--- config.mk ---
export PLATFORM = sky130hd
export DESIGN_NAME = seg7_scan_ctrl
export DESIGN_NICKNAME = d
export VERILOG_FILES = /design/src/rtl/seg7_pkg.sv /design/src/rtl/seg7_hex_decode.sv /design/src/rtl/seg7_scan_ctrl.sv
export SDC_FILE = /design/constraint.sdc
export NUM_CORES = 1
export LEC_CHECK = 0
export ABC_CLOCK_PERIOD_IN_PS = 2650
export BUFFER_PORTS_ARGS = -buffer_cell sky130_fd_sc_hd__clkbuf_2
export CELL_PAD_IN_SITES_DETAIL_PLACEMENT = 0
export CELL_PAD_IN_SITES_GLOBAL_PLACEMENT = 1
export CORE_ASPECT_RATIO = 0.6
export CORE_MARGIN = 2
export CORE_UTILIZATION = 45
export DETAILED_ROUTE_END_ITERATION = 8
export GPL_TIMING_DRIVEN = 0
export PLACE_DENSITY = 0.94
export SLEW_MARGIN = 20
export SYNTH_ARGS = -nofsm -noshare
export SYNTH_HDL_FRONTEND = slang
export SYNTH_SLANG_ARGS = --single-unit
--- constraint.sdc ---
create_clock -name clk -period 2.65 [get_ports clk]
set_input_delay 0 -clock clk [delete_from_list [all_inputs] [get_ports clk]]
set_output_delay 0 -clock clk [all_outputs]
set_load 0.05 [all_outputs]
--- src/rtl/seg7_pkg.sv ---
// Shared constants for the seven-segment scan controller: register map,
// control/status bit positions, guard length and the hex segment table.
package seg7_pkg;

  localparam logic [2:0] ADDR_DIGITS = 3'd0;
  localparam logic [2:0] ADDR_CTRL   = 3'd1;
  localparam logic [2:0] ADDR_MASKS  = 3'd2;
  localparam logic [2:0] ADDR_STATUS = 3'd3;

  localparam int CTRL_EN_BIT      = 0;
  localparam int MASK_BLINK_LSB   = 0;
  localparam int MASK_BLANK_LSB   = 8;
  localparam int STATUS_PHASE_BIT = 8;

  // Dead time at the start of each slot when SEG7_GUARD_EN is built in
  localparam int GUARD_CYCLES = 16;

  localparam logic [6:0] SEG_OFF_N = 7'h7F;

  // Active-high gfedcba patterns, indexed by hex code
  localparam logic [6:0] HEX_SEG [16] = '{
    7'h3F, 7'h06, 7'h5B, 7'h4F, 7'h66, 7'h6D, 7'h7D, 7'h07,
    7'h7F, 7'h6F, 7'h77, 7'h7C, 7'h39, 7'h5E, 7'h79, 7'h71
  };

  typedef struct packed {
    logic        en;
    logic [2:0]  addr;
    logic [31:0] data;
  } seg7_wr_t;

endpackage

--- src/rtl/seg7_hex_decode.sv ---
// Combinational hex code to active-high seven-segment pattern (bit0=a .. bit6=g).
module seg7_hex_decode
  import seg7_pkg::*;
(
  input  logic [3:0] code,
  output logic [6:0] seg
);

  always_comb seg = HEX_SEG[code];

endmodule

--- src/rtl/seg7_scan_ctrl.sv ---
// Avalon-MM seven-segment scan controller: register file, scan/blink timing
// and registered digit drive. Optional slot dead time via SEG7_GUARD_EN.
module seg7_scan_ctrl
  import seg7_pkg::*;
#(
  parameter int NUM_DIGITS   = 6,
  parameter int SCAN_DIV     = 50000,
  parameter int BLINK_FRAMES = 64
) (
  input  logic                  clk,
  input  logic                  reset_n,
  input  logic [2:0]            address,
  input  logic                  chipselect,
  input  logic                  write_n,
  input  logic [31:0]           writedata,
  output logic [31:0]           readdata,
  output logic [6:0]            seg_n,
  output logic [NUM_DIGITS-1:0] dig_en,
  output logic                  frame_tick
);

  localparam int DW = 4 * NUM_DIGITS;
  localparam int PW = $clog2(SCAN_DIV);
  localparam int FW = (BLINK_FRAMES > 1) ? $clog2(BLINK_FRAMES) : 1;

  seg7_wr_t bus_wr;
  logic     unused_wdata;

  logic [DW-1:0]         digits_q;
  logic                  enable_q;
  logic [NUM_DIGITS-1:0] blink_q;
  logic [NUM_DIGITS-1:0] blank_q;

  logic [PW-1:0] presc_q;
  logic [2:0]    idx_q;
  logic [FW-1:0] frame_q;
  logic          phase_q;

  logic presc_wrap, idx_wrap, frame_wrap, in_guard;

  logic [NUM_DIGITS-1:0][6:0] pat;
  logic [NUM_DIGITS-1:0]      den_d;
  logic [6:0]                 cur_pat, seg_d;
  logic                       cur_blink, cur_blank;

  assign bus_wr       = '{en: chipselect && !write_n, addr: address, data: writedata};
  assign unused_wdata = ^bus_wr.data;

  // Register file
  always_ff @(posedge clk or negedge reset_n) begin
    if (!reset_n) begin
      digits_q <= '0;
      enable_q <= 1'b0;
      blink_q  <= '0;
      blank_q  <= '0;
    end else if (bus_wr.en) begin
      case (bus_wr.addr)
        ADDR_DIGITS: digits_q <= bus_wr.data[DW-1:0];
        ADDR_CTRL:   enable_q <= bus_wr.data[CTRL_EN_BIT];
        ADDR_MASKS: begin
          blink_q <= bus_wr.data[MASK_BLINK_LSB +: NUM_DIGITS];
          blank_q <= bus_wr.data[MASK_BLANK_LSB +: NUM_DIGITS];
        end
        default: ;
      endcase
    end
  end

  always_comb begin
    readdata = '0;
    case (address)
      ADDR_DIGITS: readdata[DW-1:0] = digits_q;
      ADDR_CTRL:   readdata[CTRL_EN_BIT] = enable_q;
      ADDR_MASKS: begin
        readdata[MASK_BLINK_LSB +: NUM_DIGITS] = blink_q;
        readdata[MASK_BLANK_LSB +: NUM_DIGITS] = blank_q;
      end
      ADDR_STATUS: begin
        readdata[2:0]              = idx_q;
        readdata[STATUS_PHASE_BIT] = phase_q;
      end
      default: ;
    endcase
  end

  assign presc_wrap = (presc_q == PW'(SCAN_DIV - 1));
  assign idx_wrap   = presc_wrap && (idx_q == 3'(NUM_DIGITS - 1));
  assign frame_wrap = idx_wrap && (frame_q == FW'(BLINK_FRAMES - 1));

  // Scan timing; held cleared whenever the block is disabled
  always_ff @(posedge clk or negedge reset_n) begin
    if (!reset_n) begin
      presc_q <= '0;
      idx_q   <= '0;
      frame_q <= '0;
      phase_q <= 1'b0;
    end else if (!enable_q) begin
      presc_q <= '0;
      idx_q   <= '0;
      frame_q <= '0;
      phase_q <= 1'b0;
    end else begin
      presc_q <= presc_wrap ? '0 : presc_q + PW'(1);
      if (presc_wrap) idx_q   <= idx_wrap ? '0 : idx_q + 3'd1;
      if (idx_wrap)   frame_q <= frame_wrap ? '0 : frame_q + FW'(1);
      if (frame_wrap) phase_q <= ~phase_q;
    end
  end

  for (genvar g = 0; g < NUM_DIGITS; g++) begin : g_dec
    seg7_hex_decode u_dec (
      .code (digits_q[4*g +: 4]),
      .seg  (pat[g])
    );
  end

  always_comb begin
    den_d     = '0;
    cur_pat   = '0;
    cur_blink = 1'b0;
    cur_blank = 1'b0;
    for (int i = 0; i < NUM_DIGITS; i++) begin
      if (idx_q == 3'(i)) begin
        den_d[i]  = 1'b1;
        cur_pat   = pat[i];
        cur_blink = blink_q[i];
        cur_blank = blank_q[i];
      end
    end
    seg_d = (cur_blank || (cur_blink && phase_q)) ? 7'h00 : cur_pat;
  end

`ifdef SEG7_GUARD_EN
  assign in_guard = (presc_q < PW'(GUARD_CYCLES));
`else
  assign in_guard = 1'b0;
`endif

  // Blanked digits keep dig_en so the per-digit duty cycle stays constant
  always_ff @(posedge clk or negedge reset_n) begin
    if (!reset_n) begin
      seg_n      <= SEG_OFF_N;
      dig_en     <= '0;
      frame_tick <= 1'b0;
    end else if (!enable_q) begin
      seg_n      <= SEG_OFF_N;
      dig_en     <= '0;
      frame_tick <= 1'b0;
    end else begin
      frame_tick <= idx_wrap;
      if (in_guard) begin
        seg_n  <= SEG_OFF_N;
        dig_en <= '0;
      end else begin
        seg_n  <= ~seg_d;
        dig_en <= den_d;
      end
    end
  end

endmodule

==> results.json <==
{
  "cap_viol_max_count": 0,
  "cts_buffers": 9,
  "initial_core_util_pct": 45.9,
  "cp_max_fo": 7,
  "cts_root_buffer": "clkbuf_16",
  "overflow": 0,
  "synth_cells": 573,
  "worstPathArrival_ns": 2.72,
  "hold_class": "in2reg",
  "ios": 85,
  "crit_required_ns": 2.88,
  "hold_viol": 0,
  "skew_ns": 0.0106,
  "fp.dieW_um": 147,
  "drive_above_1_share_pct": 20.5,
  "yosys_warnings": 0,
  "nets": 764,
  "intPower_mw": 2.76,
  "setup.worst_path.start_class": "register",
  "max_freq_mhz": 402,
  "min_path_cells": 4,
  "drt_wl_total_mm": 14.9,
  "critPathKind": "reg2reg",
  "drtAntennaViolNets": 0,
  "routed_via_density": 5.52,
  "antenna_found_initial": 0,
  "leakagePower_nw": 3.09,
  "netlist_area_um2": 5500,
  "outcome": "completed",
  "grt_pass1_vias": 4562,
  "power_frac_clock_pct": 28.0,
  "fin_area_um2": 6660,
  "grt_max_degree": 49,
  "worst_slew_pin_slew_ns": 0.658,
  "ys_types": 69,
  "switching_power_mw": 1.73,
  "async_flop_share_pct": 100,
  "ys_seq_area_share_pct": 35.2,
  "yosys.area.top_type": "dfrtp_1",
  "io_buffer_count": 67,
  "num_vias": 4717,
  "maxSlewViolCount": 0,
  "antenna_cells": 0,
  "grt_first_pass_wirelength_mm": 24.3,
  "clkSlewWorstSetupHoldPaths_ns": 0.06,
  "clk_latency_ns": 0.35,
  "synth_edf_count": 0,
  "switching_share_pct": 38.6,
  "drc": 0,
  "max_slew_margin_pct": 56.1,
  "wl_per_cell_um": 17.4,
  "r2r_cells": 7,
  "numClockSinks": 77,
  "synth_top_area_share_pct": 31.9,
  "die_y_um": 89.6,
  "max-vdd-ir-drop_v": 0.000334,
  "fin_tns_setup_ns": 0,
  "fin_crit_ns": 2.49,
  "firstDrtPassIters": 6,
  "synth_seq_cells": 77,
  "tritoncts": "built",
  "rows": 31,
  "synth_flop_cell": "dfrtp_1",
  "synth_area_per_cell_um2": 9.60,
  "share_comb_of_total_power_pct": 37.1,
  "place.gp.congestion": 0.930,
  "rsz0062_at_grt": "false",
  "final_util_pct": 55.5,
  "cts_max_path_buffers": 2,
  "p_per_area_nw_per_um2": 675,
  "coreArea_um2": 12000,
  "dpl_cell_area_um2": 6100,
  "drt_first_iter_violations": 368,
  "dpl.hpwl_mm": 11.4,
  "finalCritPeriodShare_pct": 93.8,
  "seq_power_share_pct": 34.9,
  "h-tree-depth": 3,
  "grt_use_total_pct": 23.9,
  "synthTopCellsByArea": "dfrtp_1 32%, ha_1 9.3%, mux2_1 6.6%",
  "critPathCaptureType": "register",
  "setup_viol_count_final": 0,
  "die_area_um2": 13100,
  "syn_to_final_growth_pct": 21.0
}
## path summary, 6_finish.rpt
path	startpoint	endpoint	slack, ns
max	digits_q[1]$_DFFE_PN0P_	seg_n[5]$_DFF_PN1_	0.16
max reg2reg	digits_q[1]$_DFFE_PN0P_	seg_n[5]$_DFF_PN1_	0.16
max in group asynchronous	reset_n	dig_en[2]$_DFF_PN0_	1.88
min in group asynchronous	reset_n	digits_q[13]$_DFFE_PN0P_	0.17
min reg2reg	presc_q[0]$_DFF_PN0_	presc_q[0]$_DFF_PN0_	0.52
min	write_n	enable_q$_DFFE_PN0P_	0.08
## cell families (layout without fill, tap and decap cells)
| family | after synthesis | count (layout) | share of synthesized area, % |
|---|---|---|---|
| xor gates and xnor gates | 18 | 18 | 2.87 |
| AOI/OAI and AO/OA | 95 | 95 | 13.0 |
| and+or+nand+nor | 193 | 193 | 18.0 |
| other | 1 | 8 | 0.0682 |
| buffers and inverters | 79 | 188 | 6.46 |
| DFF | 77 | 77 | 35.2 |
| adders and majority gates | 41 | 41 | 9.33 |
| muxes | 69 | 69 | 15.1 |
## what timing repair did
item / 4_1_cts / 5_1_grt
hold endpoints to repair: 66 / 0
endpoints found under the setup margin: 0 / 2
buffers inserted: 0 / 0
resized for setup: 0 / 4
hold buffers: 25 / 0
## metrics by stage
| stage | power, mW | setup WS, ns | std cells | hold slack (ns) |
|---|---|---|---|---|
| floorplan | 2.73 | 0.705 | 580 | -0.296 |
| global placement | 3.08 | 0.153 | 812 | 0.209 |
| detailed placement | 3.18 | 0.162 | 813 | 0.00633 |
| CTS | 4.48 | 0.129 | 854 | 0.0764 |
| global route | 4.74 | 0.0227 | 854 | 0.0997 |
| finish | 4.49 | 0.164 | 854 | 0.0780 |
## cell type report
cell class                 instances  area (µm²)
clock inverter                     6        70.1
clock buffer                      10         229
multi-input combinational        424        3240
timing repair buffer              93         616
tap                              165         206
buffer                            46         233
sequential                        77        1940
inverter                          33         124
fill                            1044        5330
## power by group through the flow
stage	Clock, mW	Combinational [mW]	Sequential (mW)
floorplan	0	1.10	1.63
global placement	0	1.52	1.56
detailed placement	0	1.60	1.58
CTS	1.28	1.64	1.56
finish	1.26	1.67	1.57
global route	1.33	1.82	1.59
## synthesized netlist by cell type (8+ instances only)
master and instances:
and3_1 9, nor3_1 14, buf_2 17, and2_1 23
inv_1 33, dfrtp_1 70, nand3_1 18, mux2_1 32
mux2_2 11, mux2i_1 19, nor2_1 47, nor2b_1 17
o21ai_0 18, buf_4 8, clkbuf_1 19, o211ai_1 9
ha_1 41, xor2_1 15, nand2_1 38
## placed cells by master, fill, tap and decap left out, types with 5 or more instances in the layout
cell,n
a211oi_1,7
a21oi_1,7
a221oi_1,5
a31oi_1,6
and2_1,23
and3_1,9
buf_2,17
buf_4,8
clkbuf_1,19
clkbuf_16,9
clkbuf_2,67
conb_1,8
dfrtp_1,70
dfstp_2,7
dlygate4sd3_1,25
ha_1,41
inv_1,33
mux2_1,32
mux2_2,11
mux2i_1,19
mux4_2,7
nand2_1,38
nand2b_1,7
nand3_1,18
nor2_1,47
nor2b_1,17
nor3_1,14
o211ai_1,9
o21ai_0,18
o32ai_1,5
xor2_1,15
## flip-flops by register name, summed over array words and instances, names as in the netlist
| register | flops |
|---|---|
| blank_q | 6 |
| seg_n | 7 |
| dig_en | 6 |
| frame_q | 6 |
| enable_q | 1 |
| phase_q | 1 |
| blink_q | 6 |
| frame_tick | 1 |
| idx_q | 3 |
| digits_q | 24 |
| presc_q | 16 |
## critical path: stages, from the launching register on
cell       delay [ns]
dfrtp_1          0.53
inv_1            0.16
ha_1             0.29
mux2_1           0.32
a2111oi_1        0.55
a21oi_1          0.08
nor4_1           0.24
o221ai_1         0.20
## per-layer routing
| layer | part of all wire (%) | track usage, % | wire length (µm) |
|---|---|---|---|
| met1 | 49 | 35.5 | 7350 |
| met2 | 42 | 35.4 | 6190 |
| met3 | 7.8 | 5.20 | 1160 |
| met4 | 1.3 | 6.53 | 200 |
| met5 | 0 | 0 | 0 |
Note: power is estimated with default switching activity, not from simulation.
